===== src/rtl/elevator_scheduler.sv =====
// Three-floor elevator request scheduler.
// Latches cab/hall buttons into per-floor pending bits, picks the next floor
// in the current sweep direction, and drives a held one-hot floor command to
// the car FSM. If the car never reports busy, the command is retried.
module elevator_scheduler #(
    parameter int HOLD_CYC = 4,
    parameter int BUSY_TO  = 16
) (
    input  logic       clk,
    input  logic       rst,
    input  logic [5:0] req_in,
    input  logic [1:0] floor,
    input  logic       busy,
    output logic [5:0] cmd,
    output logic [2:0] pending,
    output logic       cur_dir
);

    // One counter covers both the command hold time and the busy timeout.
    localparam int MAX_CYC = (HOLD_CYC > BUSY_TO) ? HOLD_CYC : BUSY_TO;
    localparam int CW      = $clog2(MAX_CYC + 1);
    localparam logic [CW-1:0] HOLD_LOAD = CW'(HOLD_CYC - 1);
    localparam logic [CW-1:0] WAIT_LOAD = CW'(BUSY_TO - 1);

    typedef enum logic [2:0] {
        IDLE,
        SELECT,
        ISSUE,
        WAIT_BUSY,
        RUN,
        ARRIVE
    } state_t;

    state_t          state_reg, state_next;
    logic [2:0]      pend_reg, pend_next;
    logic [2:0]      tgt_reg, tgt_next;
    logic            dir_reg, dir_next;
    logic [CW-1:0]   cnt_reg, cnt_next;

    logic [2:0]      set_vec;
    logic [2:0]      clr_vec;
    logic [2:0]      here;
    logic [2:0]      above;
    logic [2:0]      below;
    logic [2:0]      up_pick;
    logic [2:0]      dn_pick;
    logic [2:0]      pick;
    logic            pick_flip;
    logic            floor_ok;
    logic            pend_here;

    // floor == 3 is not a real position: nothing is cleared or chosen from it.
    assign floor_ok  = (floor != 2'd3);
    assign pend_here = |(pend_reg & here);

    // Per-floor decode: button merge, current-floor mask, and floors above/below the car.
    generate
        for (genvar gi = 0; gi < 3; gi++) begin : g_floor
            localparam logic [1:0] FL = 2'(gi);
            assign set_vec[gi] = req_in[gi] | req_in[gi+3];
            assign here[gi]    = (floor == FL);
            assign above[gi]   = pend_reg[gi] & floor_ok & (floor < FL);
            assign below[gi]   = pend_reg[gi] & floor_ok & (floor > FL);
        end
    endgenerate

    // Nearest pending floor in each direction, then the sweep-direction choice.
    always_comb begin
        up_pick   = above & (~above + 3'd1);
        dn_pick   = 3'b000;
        if (below[2])      dn_pick = 3'b100;
        else if (below[1]) dn_pick = 3'b010;
        else if (below[0]) dn_pick = 3'b001;

        pick      = 3'b000;
        pick_flip = 1'b0;
        if (dir_reg) begin
            if (up_pick != 3'b000) begin
                pick = up_pick;
            end else begin
                pick      = dn_pick;
                pick_flip = (dn_pick != 3'b000);
            end
        end else begin
            if (dn_pick != 3'b000) begin
                pick = dn_pick;
            end else begin
                pick      = up_pick;
                pick_flip = (up_pick != 3'b000);
            end
        end
    end

    // Scheduler next-state logic; a new request always wins over a same-cycle clear.
    always_comb begin
        state_next = state_reg;
        tgt_next   = tgt_reg;
        dir_next   = dir_reg;
        cnt_next   = cnt_reg;
        clr_vec    = 3'b000;

        case (state_reg)
            IDLE: begin
                if (pend_reg != 3'b000) state_next = SELECT;
            end
            SELECT: begin
                if (floor_ok) begin
                    if (pend_here && !busy) begin
                        // Car already stopped here: serve without a command.
                        clr_vec    = here;
                        state_next = IDLE;
                    end else if (pick != 3'b000) begin
                        tgt_next   = pick;
                        dir_next   = pick_flip ? ~dir_reg : dir_reg;
                        cnt_next   = HOLD_LOAD;
                        state_next = ISSUE;
                    end else begin
                        state_next = IDLE;
                    end
                end
            end
            ISSUE: begin
                if (cnt_reg == '0) begin
                    cnt_next   = WAIT_LOAD;
                    state_next = WAIT_BUSY;
                end else begin
                    cnt_next = cnt_reg - CW'(1);
                end
            end
            WAIT_BUSY: begin
                if (busy) begin
                    cnt_next   = '0;
                    state_next = RUN;
                end else if (cnt_reg == '0) begin
                    // Car ignored the command: pick again with pend untouched.
                    cnt_next   = '0;
                    state_next = SELECT;
                end else begin
                    cnt_next = cnt_reg - CW'(1);
                end
            end
            RUN: begin
                if (!busy) begin
                    cnt_next   = '0;
                    state_next = ARRIVE;
                end
            end
            ARRIVE: begin
                if (floor_ok) begin
                    clr_vec    = here;
                    state_next = (((pend_reg & ~here) | set_vec) != 3'b000) ? SELECT : IDLE;
                end
            end
            default: begin
                state_next = IDLE;
            end
        endcase

        pend_next = (pend_reg & ~clr_vec) | set_vec;
    end

    // State, request latch, target, direction and counter registers.
    always_ff @(posedge clk or negedge rst) begin
        if (!rst) begin
            state_reg <= IDLE;
            pend_reg  <= 3'b000;
            tgt_reg   <= 3'b000;
            dir_reg   <= 1'b1;
            cnt_reg   <= '0;
        end else begin
            state_reg <= state_next;
            pend_reg  <= pend_next;
            tgt_reg   <= tgt_next;
            dir_reg   <= dir_next;
            cnt_reg   <= cnt_next;
        end
    end

    // Command exists only while issuing, so reset removes it immediately.
    assign cmd     = {3'b000, (state_reg == ISSUE) ? tgt_reg : 3'b000};
    assign pending = pend_reg;
    assign cur_dir = dir_reg;

endmodule


===== config.mk =====
export PLATFORM = sky130hd
export DESIGN_NAME = elevator_scheduler
export DESIGN_NICKNAME = d
export VERILOG_FILES = /design/src/rtl/elevator_scheduler.sv
export SDC_FILE = /design/constraint.sdc
export NUM_CORES = 1
export LEC_CHECK = 0
export CAP_MARGIN = 40
export CORE_UTILIZATION = 30
export CTS_CLUSTER_DIAMETER = 80
export DETAILED_ROUTE_END_ITERATION = 8
export HOLD_SLACK_MARGIN = 0.08
export SLEW_MARGIN = 10
export SYNTH_ARGS = -nofsm -noshare
export SYNTH_HDL_FRONTEND = slang
export SYNTH_SLANG_ARGS = --single-unit

===== constraint.sdc =====
create_clock -name clk -period 2 [get_ports clk]
set_input_delay 0.3 -clock clk [delete_from_list [all_inputs] [get_ports clk]]
set_output_delay 0.3 -clock clk [all_outputs]
set_load 0.05 [all_outputs]

# --- Word-level counts from Yosys, hierarchy flattened ---
# Cells that the tools add are included.
totals:
  rom_bits: 0
  input_bits: 11
  output_inout_bits: 10
  memories: 0
  ram_bits: 0
  ff_bits: 15
  wordCells: 101
  latch_bits: 0
op_classes:
  mux: 33
  shifts: 0
  multipliers: 0
  n_addsub: 2
  n_reduce_logical: 16
  div: 0
  n_eq_ne: 16
  bitwise_logic: 23
  magnitude_cmp: 6
ops:
  columns: ["cell", "count"]
  rows:
  - ["$mux W3", 15]
  - ["$mux W5", 7]
  - ["$pmux W5 S4", 1]
  - ["$pmux W3 S6", 1]
  - ["$ne A2 B2 Y1 const B", 8]
  - ["$reduce_bool A3 Y1", 5]
  - ["$and A3 B3 Y3", 4]
  - ["$reduce_and A5 Y1", 2]
  - ["$and A1 B1 Y1", 9]
  - ["$not A3 Y3", 3]
  - ["$eq A3 B2 Y1 const B", 2]
  - ["$eq A3 B3 Y1 const B", 2]
  - ["$mux W2", 3]
  - ["$or A3 B3 Y3", 2]
  - ["$pmux W3 S2", 1]
  - ["$reduce_and A6 Y1", 1]
  - ["$logic_not A5 Y1", 1]
  - ["$mux W1", 5]
  - ["$sub A5 B1 Y5 const B", 1]
  - ["$gt A2 B1 Y1 const B", 2]
  - ["$lt A2 B1 Y1 const B", 2]
  - ["$reduce_and A4 Y1", 1]
  - ["$reduce_bool A4 Y1", 1]
  - ["$add A3 B1 Y3 const B", 1]
  - ["13 further kinds", 16]

# --- Longest topological paths before layout ---
# Gate-level depths: netlist of run 1.
logic_depth:
  ltp_word: 14
  ltp_mapped: 6
  mapped_depth_nobuf: 6

# --- Worst setup path before layout of run 1 ---
# OpenSTA, ideal clock, no wires.
synth_timing:
  path_kind: "register to output"
  start: "reg state_reg[1]"
  end: "out cmd[0]"
  path_buffers: 1
  setup_slack_ns: 0.002
  required_time_ns: 1.700
  arrival_ns: 1.698
  path_stages_with_launch: 4
  cell_sequence: "dfrtp_1 > clkbuf_1 > nand2b_1 > nor3_1"
synth_between:
  elab_chain_cells: 2
synth_lines:
  columns: ["item", "line", "rtl"]
  rows:
  - ["start: declaration", "34", "state_t state_reg, state_next;"]
  - ["start signal: assignment", "171", "state_reg <= state_next;"]
  - ["$eq A3 B2 Y1", "180", "assign cmd = {3'b000, (state_reg == ISSUE) ? tgt_reg : 3'b000};"]
  - ["$mux W3", "180", null]
  - ["end: declaration", "14", "output logic [5:0] cmd,"]
# Every way passes these cells.

# --- Worst setup path in the final report of run 1 ---
layout_timing:
  start: "reg cnt_reg[0]"
  end: "reg cnt_reg[3]"
layout_between:
  elab_chain_cells: 4
  elab_cells_between_ends: 6
  classes_between: "add/sub: 1; mux: 4; reduce/logical: 1"
layout_lines:
  columns: ["item", "line", "rtl"]
  rows:
  - ["start: declaration", "38", "logic [CW-1:0] cnt_reg, cnt_next;"]
  - ["start signal: assignment", "175", "cnt_reg <= cnt_next;"]
  - ["$sub A5 B1 Y5 / $logic_not A5 Y1 (equally long branches)", null, null]
  - ["$mux W5", "134", "end else if (cnt_reg == '0) begin"]
  - ["$mux W5", "131", "if (busy) begin"]
  - ["$pmux W5 S4 (*)", "102", "case (state_reg)"]
# Every way passes the cells marked *; elsewhere a longest branch is shown, timed or not.
# A chain may end at the register's enable or synchronous reset.

==> results of run 1 <==
## through the flow
stage	TNS [ns]	hold WS (ns)	power, mW
2_1_floorplan	0	0.00441	1.01
3_3_place_gp	0	0.482	1.19
3_5_place_dp	-0.0562	0.485	1.21
4_1_cts	0	0.465	1.40
5_1_grt	0	0.489	1.51
6_report	0	0.419	1.40
## worst reg2reg max path, delay by kind of cell (launching register included)
kind	cells	cell delay (ns)
AOI/OAI and AO/OA	3	0.65
and+or+nand+nor	1	0.51
DFF	1	0.42
adders and majority gates	1	0.19
buffers and inverters	1	0.09
## metal layers
metal | global-route usage (%) | routed length (µm)
met5 | 0 | 0
met4 | 5.98 | 22
met3 | 2.60 | 116
met2 | 25.4 | 1240
met1 | 22.1 | 1170
## final cells by class
cell class                      count  area, µm²  area share, %
Timing Repair Buffer               24        248           19.0
Clock buffer                        3       22.5           1.73
Multi-Input combinational cell     87        572           43.8
Inverter                            7       26.3           2.01
Sequential cell                    15        377           28.9
Clock inverter                      1       5.00          0.384
Tap cell                           44       55.1           4.22
## power groups by stage
stage | sequential, mW | clock (mW) | combinational [mW]
finish | 0.504 | 0.180 | 0.713
global route | 0.518 | 0.200 | 0.797
CTS | 0.499 | 0.184 | 0.714
detailed placement | 0.506 | 0 | 0.707
global placement | 0.501 | 0 | 0.690
floorplan | 0.464 | 0 | 0.542
## cell usage in the layout, fill, tap and decap left out, types with 3 or more instances in the layout
cell and count:
nand2_1 9, o21ai_0 4, clkdlybuf4s50_1 10, buf_12 3
nor3_1 3, a21oi_1 9, nor2b_1 5, nand3_1 3
nor2_1 5, a21o_1 3, buf_4 10, inv_1 7
nand2b_1 4, conb_1 3, dfrtp_1 14, and3_1 3
clkbuf_4 3
## logic make-up (layout without fill, tap and decap cells)
family | Yosys count | count (layout)
AOI/OAI and AO/OA | 42 | 42
adders and majority gates | 1 | 1
buffers and inverters | 16 | 35
DFF | 15 | 15
muxes | 4 | 4
other | 1 | 3
and+or+nand+nor | 37 | 37
## worst min path at each step
stage	from	endpoint	slack, ns
floorplan	rst	cnt_reg[0]	0.004
global placement	cnt_reg[4]	cnt_reg[4]	0.48
detailed placement	cnt_reg[4]	cnt_reg[4]	0.48
CTS	rst	state_reg[0]	0.46
global route	rst	state_reg[0]	0.49
finish	rst	state_reg[0]	0.42
==> implementation parameters, run 1 <==
Parameter                              Value

Status
  Status    finished, final reports clean

Placement
  PortBufs    17
  Post-DP HPWL    ~2.0 mm
  GPL Wtd Cong    ~0.86
  Post-place instance area    about 1300 µm²
  Place WS    -0.0349 ns
  Cell total after placement    between 150 and 200

Drt
  Aggregate routed wire length    around 2.5 mm
  DRC violations left    0
  Routed length per instance    14.1 µm
  DRC violation total after the first TritonRoute iteration    39
  Routed vias/inst    around 5.5
  Number of nets still failing antenna checks after routing    0
  Iteration count of the initial detailed-routing pass    5
  Vias post-DR    approximately 1000

Setup path
  End of the worst register-to-register path    cnt_reg[3]
  Type of the worst setup path    reg -> reg
  Crit path max-delay family    compound AO/OA/AOI/OAI gates
  Setup crit start    cnt_reg[0]
  Capturing element type of the critical path    flop
  Path length in cells of the critical path    6
  Required time reported for the critical path endpoint    around 2.2 ns
  Critical path arrival    2.14 ns
  Buffers plus inverters on the worst setup path    1
  Length in cells of the worst reg-to-reg path    6
  End point of the critical path    cnt_reg[3]
  Slowest stage delay, CP    about 0.5 ns
  Crit start category    flop
  Worst path cell trace    inv_1, ha_1, or4b_4, a32o_1, o21ai_1, a21bo_1
  Largest driver fanout on the critical path    5
  Worst setup slack for register-to-register paths    approximately 0.036 ns
  Startpoint of the lowest-slack register-to-register path    cnt_reg[0]
  CP max stage cell    or4b_4

Synth
  Number of distinct library cells after synthesis    between 40 and 50
  Largest family of logic cells by synthesized area    compound AO/OA/AOI/OAI gates
  Parity-gate share of the synthesized area counting xor and xnor cells    0%
  Arithmetic-cell share of the synthesized area counting full adders, half adders and majority gates    1.23%
  Area fraction in and, or, nand and nor cells after synthesis    slightly above 20%
  Post-Synthesis Cell Area    1020 µm²
  Synthesized-area fraction occupied by ao, oa, aoi and oai cells    29.6%
  Post-synth EDFFs    0
  Library cell occupying the most area in the post-synthesis netlist    dfrtp_1
  Top_reg_cell synth    dfrtp_1
  Gate count after technology mapping    between 100 and 150
  Async set or reset register ratio after synthesis    100%
  Number of warnings issued by yosys    0
  FF+latch count, synth    15
  Sequential fraction of the synthesis area    a little under two fifths
  Cell types with the highest counts after synthesis    dfrtp_1, a21oi_1, nand2_1, inv_1
  Mean Syn Cell Area    slightly below 9 µm²
  Area share of the leading cell type in the synthesized netlist    around a third
  Top cells by area, synth    dfrtp_1, a21oi_1, nand2_1
  Multiplexer fraction of the synthesized cell area    under 10%
  Most numerous cell in the Yosys netlist    dfrtp_1

Power and ir drop
  Part of the power in registers    36.1%
  Switching power share of the total    roughly 44%
  P_leak    0.558 nW
  Cell Int Power    approximately 800 µW
  Total power per unit cell area    approximately 1100 nW/µm²
  Portion of total power attributed to combinational logic    roughly half
  Part of the power in the clock network    12.9%
  Reported net switching power    around 610 µW
  IR drop worst, VDD    slightly below 0.4 mV

Floorplan
  Standard cell core area    3130 µm²
  # rows    20
  Initial standard-cell utilization of the core    32.5%
  Full die area    approximately 3600 µm²
  Width of the die    60.2 µm
  Die height    between 60 and 70 µm
  Ports placed on the boundary    21

Clock network
  Clock network latency to the later pin of the worst-skew pair    between 0.2 and 0.3 ns
  TritonCTS clock tree    done
  Bufs on Longest Clock Path    2
  Hold-fix buffers at CTS    0
  Htree depth    1
  Post-CTS Resized    0
  Num CTS Buffers    3
  Clock Root Buffer    clkbuf_4
  Clock transition time at the flip-flop clock pins of the worst setup and hold paths    roughly 0.1 ns
  Total number of clock tree sinks    15
  Setup bufs post-CTS    0

Timing
  Setup clock skew after layout    just over 0.005 ns
  Unrepaired setup endpoints after global routing    false
  Final setup violation count    0
  Hold Violations, Final    0
  Highest Clock Rate    around 0.51 GHz
  Worst relative slew slack    between 50% and 60%
  Final critical-path required period    around 2 ns
  Post-layout worst setup margin    0.0360 ns
  Count of final max-slew check failures    0
  Transition at the pin with the smallest max-transition slack    0.685 ns
  Share of the clock period used by the worst path after layout    a little over nine tenths

GRT
  Wire length of the first global-routing pass    approximately 4.4 mm
  GR Util All Layers    between 10% and 20%
  Remaining global-route overflow    0
  Largest net degree at the start of global routing    16
  Vias in the first global route    between 900 and 1000
  Number of antenna violations at the first check in global routing    0

Finish
  Area delta synth->final    28.4%
  Fraction of the core area covered by cells at the end of the flow    41.7%
  Final cell area excluding filler cells    roughly 1300 µm²
  Non-Filler Instances    181
  Fill cell instance count of the final layout    ~300
  N_diodes    0
  Number of flip-flops in the largest register    5
  Share of cells above drive strength 1    around 16%
  Total number of nets in the final design    150

Flow run
  Max-Cap Viols    0

Min path
  Hold/Removal Path Class    in -> async
Power figures use the tool's default switching activity.
==> run 2, diff against run 1 <==
Settings changed: CAP_MARGIN 40 to not set, CORE_ASPECT_RATIO set to 2, GPL_ROUTABILITY_DRIVEN set to 0.
==> implementation parameters, run 2 (synthesis gave the netlist of run 1 again) <==
Parameter                              Value

Finish
  Most common cell after layout, fill and taps aside    dfrtp_1
  Fill cell instance count of the final layout    337 (+13%)
  Total area of multi-input combinational cells    572 µm² (unchanged)
  FF/Latch Area    377 µm² (unchanged)
  Share of cells above drive strength 1    16.7% (+0.61 points)
  Number of flip-flops in the largest register    5 (unchanged)
  Total number of nets in the final design    151 (+0.67%)
  Non-Filler Instances    169 (-6.6%)
  Area delta synth->final    28.8%
  Commonest cells after routing, fill and taps aside    dfrtp_1, buf_4, clkdlybuf4s50_1
  N_diodes    0 (unchanged)

Clock network
  Num CTS Buffers    3 (unchanged)
  Clock Root Buffer    clkbuf_8
  Setup bufs post-CTS    0 (unchanged)
  Hold-fix buffers at CTS    0 (unchanged)
  Total number of clock tree sinks    15 (unchanged)
  Clock network latency to the later pin of the worst-skew pair    0.25 ns (-0.03 ns)
  Clock transition time at the flip-flop clock pins of the worst setup and hold paths    0.06 ns (-0.04 ns)
  Bufs on Longest Clock Path    2 (unchanged)
  Post-CTS Resized    0 (unchanged)
  TritonCTS clock tree    done
  Htree depth    1 (unchanged)

Floorplan
  Initial standard-cell utilization of the core    31.8% (-0.66 points)
  Full die area    3640 µm² (+0.39%)
  Width of the die    43.2 µm (-28%)
  Die height    84.3 µm (+40%)
  Standard cell core area    3190 µm² (+2.1%)
  Ports placed on the boundary    21 (unchanged)
  # rows    29 (+45%)

Drt
  Aggregate routed wire length    2.52 mm (-1.3%)
  Iteration count of the initial detailed-routing pass    4 (-1)
  Routed length per instance    14.9 µm (+5.8%)
  Vias post-DR    942 (-5.6%)
  Number of nets still failing antenna checks after routing    0 (unchanged)
  DRC violations left    0 (unchanged)
  Routed vias/inst    5.57 (+1.1%)
  DRC violation total after the first TritonRoute iteration    16 (-59%)

Placement
  PortBufs    17 (unchanged)
  Cell total after placement    165 (-6.8%)
  Post-DP HPWL    1.97 mm (+0.24%)

Timing
  Worst relative slew slack    56.0% (+1.8 points)
  Setup clock skew after layout    0.00454 ns (-0.000575 ns)
  Final critical-path required period    1.93 ns (-0.0338 ns)
  Count of final max-slew check failures    0 (unchanged)
  Final setup violation count    0 (unchanged)
  Highest Clock Rate    0.518 GHz (+1.8%)
  Hold Violations, Final    0 (unchanged)
  Share of the clock period used by the worst path after layout    96.5% (-1.7 points)
  Unrepaired setup endpoints after global routing    false
  Worst Hold Slack    0.455 ns (+0.0353 ns)
  Transition at the pin with the smallest max-transition slack    0.658 ns (-0.0271 ns)

Setup path
  Type of the worst setup path    reg -> reg
  Required time reported for the critical path endpoint    2.14 ns (-0.04 ns)
  Capturing element type of the critical path    flop
  Critical path arrival    2.07 ns (-0.07 ns)
  Setup crit start    cnt_reg[0]
  Largest driver fanout on the critical path    5 (unchanged)
  Length in cells of the worst reg-to-reg path    6 (unchanged)
  Crit start category    flop
  End of the worst register-to-register path    cnt_reg[2]
  Startpoint of the lowest-slack register-to-register path    cnt_reg[0]
  Worst setup slack for register-to-register paths    0.07 ns (+0.03 ns)

Min path
  Hold/Removal Path Class    in -> async

GRT
  Vias in the first global route    951 (-1.1%)
  Largest net degree at the start of global routing    16 (unchanged)
  Number of antenna violations at the first check in global routing    0 (unchanged)
  GR Util All Layers    15.0% (-1.2 points)
  Wire length of the first global-routing pass    4.21 mm (-3.5%)
  Remaining global-route overflow    0 (unchanged)

Power and ir drop
  P_leak    0.569 nW (+1.9%)
  IR drop worst, VDD    0.393 mV (+0.80%)
  Switching power share of the total    40.9% (-3.0 points)
  Cell Int Power    866 µW (+11%)
  Portion of total power attributed to combinational logic    48.8% (-2.3 points)
  Part of the power in registers    34.4% (-1.7 points)
  Reported net switching power    600 µW (-2.2%)
  Post-layout total power    1.47 mW (+4.9%)
  Part of the power in the clock network    16.8% (+3.9 points)
  Total power per unit cell area    1120 nW/µm² (+4.6%)

Flow run
  Max-Cap Viols    0 (unchanged)

Status
  Status    finished, final reports clean
[run 2: power groups by stage]
stage / Sequential, mW / Clock [mW] / Combinational (mW)
after floorplan: 0.464 / 0 / 0.542
after global placement: 0.504 / 0 / 0.698
after detailed placement: 0.509 / 0 / 0.715
after CTS: 0.505 / 0.251 / 0.719
after global routing: 0.524 / 0.262 / 0.794
final: 0.504 / 0.246 / 0.716
[run 2: worst max path at each step]
stage / slack (ns) / endpoint
2_1_floorplan: 0.002 / cmd[0]
3_3_place_gp: -0.06 / cnt_reg[3]
3_5_place_dp: -0.09 / cnt_reg[2]
4_1_cts: 0.07 / cnt_reg[2]
5_1_grt: 0.0009 / cnt_reg[2]
6_report: 0.07 / cnt_reg[2]
[run 2: layout make-up]
cell class                      instances  share of cell area [%]
Sequential cell                        15                    28.8
Timing Repair Buffer                   25                    19.1
Tap cell                               31                    2.96
Multi-Input combinational cell         87                    43.7
Inverter                                7                    2.01
Clock buffer                            4                    3.44
[run 2: worst max-delay path: stages (launching register included)]
cell and delay (ns):
dfrtp_1 0.41, inv_1 0.09, ha_1 0.20, or4b_4 0.52
a32o_1 0.32, o21ai_1 0.08, a21bo_1 0.21
[run 2: per-layer routing]
metal | vias to the layer above | global-route usage, % | wire (µm)
met4 | 0 | 8.82 | 92
met5 | - | 0 | 0
li1 | 469 | - | -
met1 | 444 | 15.9 | 953
met2 | 20 | 27.0 | 1400
met3 | 9 | 1.51 | 65
[run 2: through the flow]
stage                     TNS [ns]  setup WS [ns]  area [µm²]  util, %
after floorplan                  0        0.00221        1020        -
after global placement      -0.262        -0.0574        1260     39.6
after detailed placement    -0.493        -0.0865        1260     39.6
after CTS                        0         0.0670        1310     41.0
after global routing             0       0.000942        1310     41.0
final                            0         0.0698        1310     41.0
==> run 3, diff against run 2 <==
Settings changed: CORE_MARGIN set to 5.
==> implementation parameters, run 3 (synthesis gave the netlist of run 1 again) <==
Parameter                              Value

Setup path
  Critical path arrival    2.05 ns (-0.02 ns)
  Buffers plus inverters on the worst setup path    1 (unchanged)
  Crit start category    flop
  Slowest stage delay, CP    0.51 ns (about the same)
  Required time reported for the critical path endpoint    2.15 ns (about the same)
  Largest driver fanout on the critical path    5 (unchanged)
  Type of the worst setup path    reg -> reg
  Crit path max-delay family    compound AO/OA/AOI/OAI gates
  Capturing element type of the critical path    flop
  Worst path cell trace    inv_1, ha_1, or4b_4, a32o_2, o21ai_1, a21bo_1
  CP max stage cell    or4b_4

Clock network
  Total number of clock tree sinks    15 (unchanged)
  Htree depth    1 (unchanged)
  Bufs on Longest Clock Path    2 (unchanged)
  Num CTS Buffers    3 (unchanged)
  Clock network latency to the later pin of the worst-skew pair    0.25 ns (about the same)
  TritonCTS clock tree    done
  Clock transition time at the flip-flop clock pins of the worst setup and hold paths    0.07 ns (about the same)
  Clock Root Buffer    clkbuf_8

Power and ir drop
  IR drop worst, VDD    0.466 mV (+18%)
  P_leak    0.567 nW (-0.34%)
  Total power per unit cell area    1120 nW/µm² (+0.21%)

Finish
  Number of flip-flops in the largest register    5 (unchanged)
  Area delta synth->final    28.4%
  Non-Filler Instances    167 (-1.2%)
  N_diodes    0 (unchanged)
  Commonest cells after routing, fill and taps aside    dfrtp_1, clkdlybuf4s50_1, nand2_1, a21oi_1
  Share of cells above drive strength 1    15.6% (-1.1 points)
  Most common cell after layout, fill and taps aside    dfrtp_1
  Total number of nets in the final design    148 (-2.0%)
  Fill cell instance count of the final layout    327 (-3.0%)

Timing
  Final setup violation count    0 (unchanged)
  Worst relative slew slack    51.9% (-4.1 points)
  Share of the clock period used by the worst path after layout    95.3% (-1.2 points)
  Count of final max-slew check failures    0 (unchanged)
  Setup clock skew after layout    0.00518 ns (+0.000635 ns)
  Worst Hold Slack    0.476 ns (+0.0211 ns)
  Highest Clock Rate    0.524 GHz (+1.2%)
  Hold Violations, Final    0 (unchanged)
  Unrepaired setup endpoints after global routing    false
  Transition at the pin with the smallest max-transition slack    0.719 ns (+0.0613 ns)
  Final critical-path required period    1.91 ns (-0.0232 ns)

Floorplan
  Full die area    4720 µm² (+30%)
  Die height    92.3 µm (+9.5%)
  Initial standard-cell utilization of the core    30.4% (-1.4 points)
  Width of the die    51.2 µm (+19%)
  Ports placed on the boundary    21 (unchanged)
  Standard cell core area    3340 µm² (+4.6%)
  # rows    30 (+3.4%)

Drt
  Routed length per instance    15.7 µm (+5.5%)
  Number of nets still failing antenna checks after routing    0 (unchanged)
  DRC violation total after the first TritonRoute iteration    24 (+8)
  Routed vias/inst    5.70 (+2.3%)
  DRC violations left    0 (unchanged)
  Vias post-DR    952 (+1.1%)
  Iteration count of the initial detailed-routing pass    4 (unchanged)
  Aggregate routed wire length    2.62 mm (+4.3%)

GRT
  GR Util All Layers    12.8% (-2.2 points)
  Number of antenna violations at the first check in global routing    0 (unchanged)
  Wire length of the first global-routing pass    4.55 mm (+8.2%)
  Largest net degree at the start of global routing    16 (unchanged)
  Vias in the first global route    1007 (+5.9%)
  Remaining global-route overflow    0 (unchanged)

Placement
  Cell total after placement    163 (-1.2%)
  PortBufs    17 (unchanged)
  Post-DP HPWL    2.19 mm (+11%)

Min path
  Hold/Removal Path Class    in -> async

Flow run
  Max-Cap Viols    0 (unchanged)

Status
  Status    finished, final reports clean
-- run 3: per-stage QoR --
step	setup TNS [ns]	setup WS [ns]	instance area [µm²]	power (mW)	utilization, %
CTS	0	0.0798	1300	1.47	39.0
global route	0	0.00725	1310	1.58	39.1
floorplan	0	0.00221	1020	1.01	-
global placement	0	0.00940	1260	1.20	37.6
finish	0	0.0931	1310	1.46	39.1
detailed placement	-0.0191	-0.0176	1260	1.22	37.6
-- run 3: worst paths after layout --
path	from	end	slack [ns]	cells past startpoint
min	rst	cnt_reg[4]	0.48	1
max	cnt_reg[0]	cnt_reg[2]	0.09	6
min reg2reg	cnt_reg[4]	cnt_reg[4]	0.50	1
max in group asynchronous	rst	pending[2]	1.07	1
min in group clk	cnt_reg[4]	cnt_reg[4]	0.50	1
max reg2reg	cnt_reg[0]	cnt_reg[2]	0.09	6
-- run 3: timing repair --
action	CTS	global route
setup endpoints to repair	0	2
buffers inserted	0	0
resized for setup	0	1
hold buffers	0	0
-- run 3: power by group --
| part | total [mW] | leakage [nW] | switching (mW) | internal (mW) |
|---|---|---|---|---|
| sequential | 0.500 | 0.176 | 0.105 | 0.395 |
| combinational | 0.713 | 0.366 | 0.396 | 0.318 |
| clock | 0.252 | 0.0255 | 0.114 | 0.138 |
| total | 1.46 | 0.567 | 0.615 | 0.850 |
-- run 3: layout make-up --
| cell class | instances | area (µm²) | area share (%) |
|---|---|---|---|
| multi-input cells | 87 | 573 | 43.9 |
| flip-flops and latches | 15 | 377 | 28.9 |
| repair buffers | 22 | 243 | 18.6 |
| clock buffers | 3 | 41.3 | 3.16 |
| well taps | 32 | 40.0 | 3.07 |
| inverters | 7 | 26.3 | 2.01 |
| clock inverters | 1 | 5.00 | 0.384 |
-- run 3: per-layer routing --
metal | vias to the layer above | part of all wire, % | GRT usage, %
met1 | 468 | 32 | 11.5
met5 | - | 0 | 0
met3 | 7 | 2.6 | 1.45
li1 | 462 | - | -
met4 | 0 | 3.5 | 8.54
met2 | 15 | 61 | 24.9
-- run 3: worst register-to-register path, cell delays in order, from the launching register on --
cell     delay (ns)
dfrtp_1        0.41
inv_1          0.09
ha_1           0.18
or4b_4         0.51
a32o_2         0.33
o21ai_1        0.08
a21bo_1        0.21
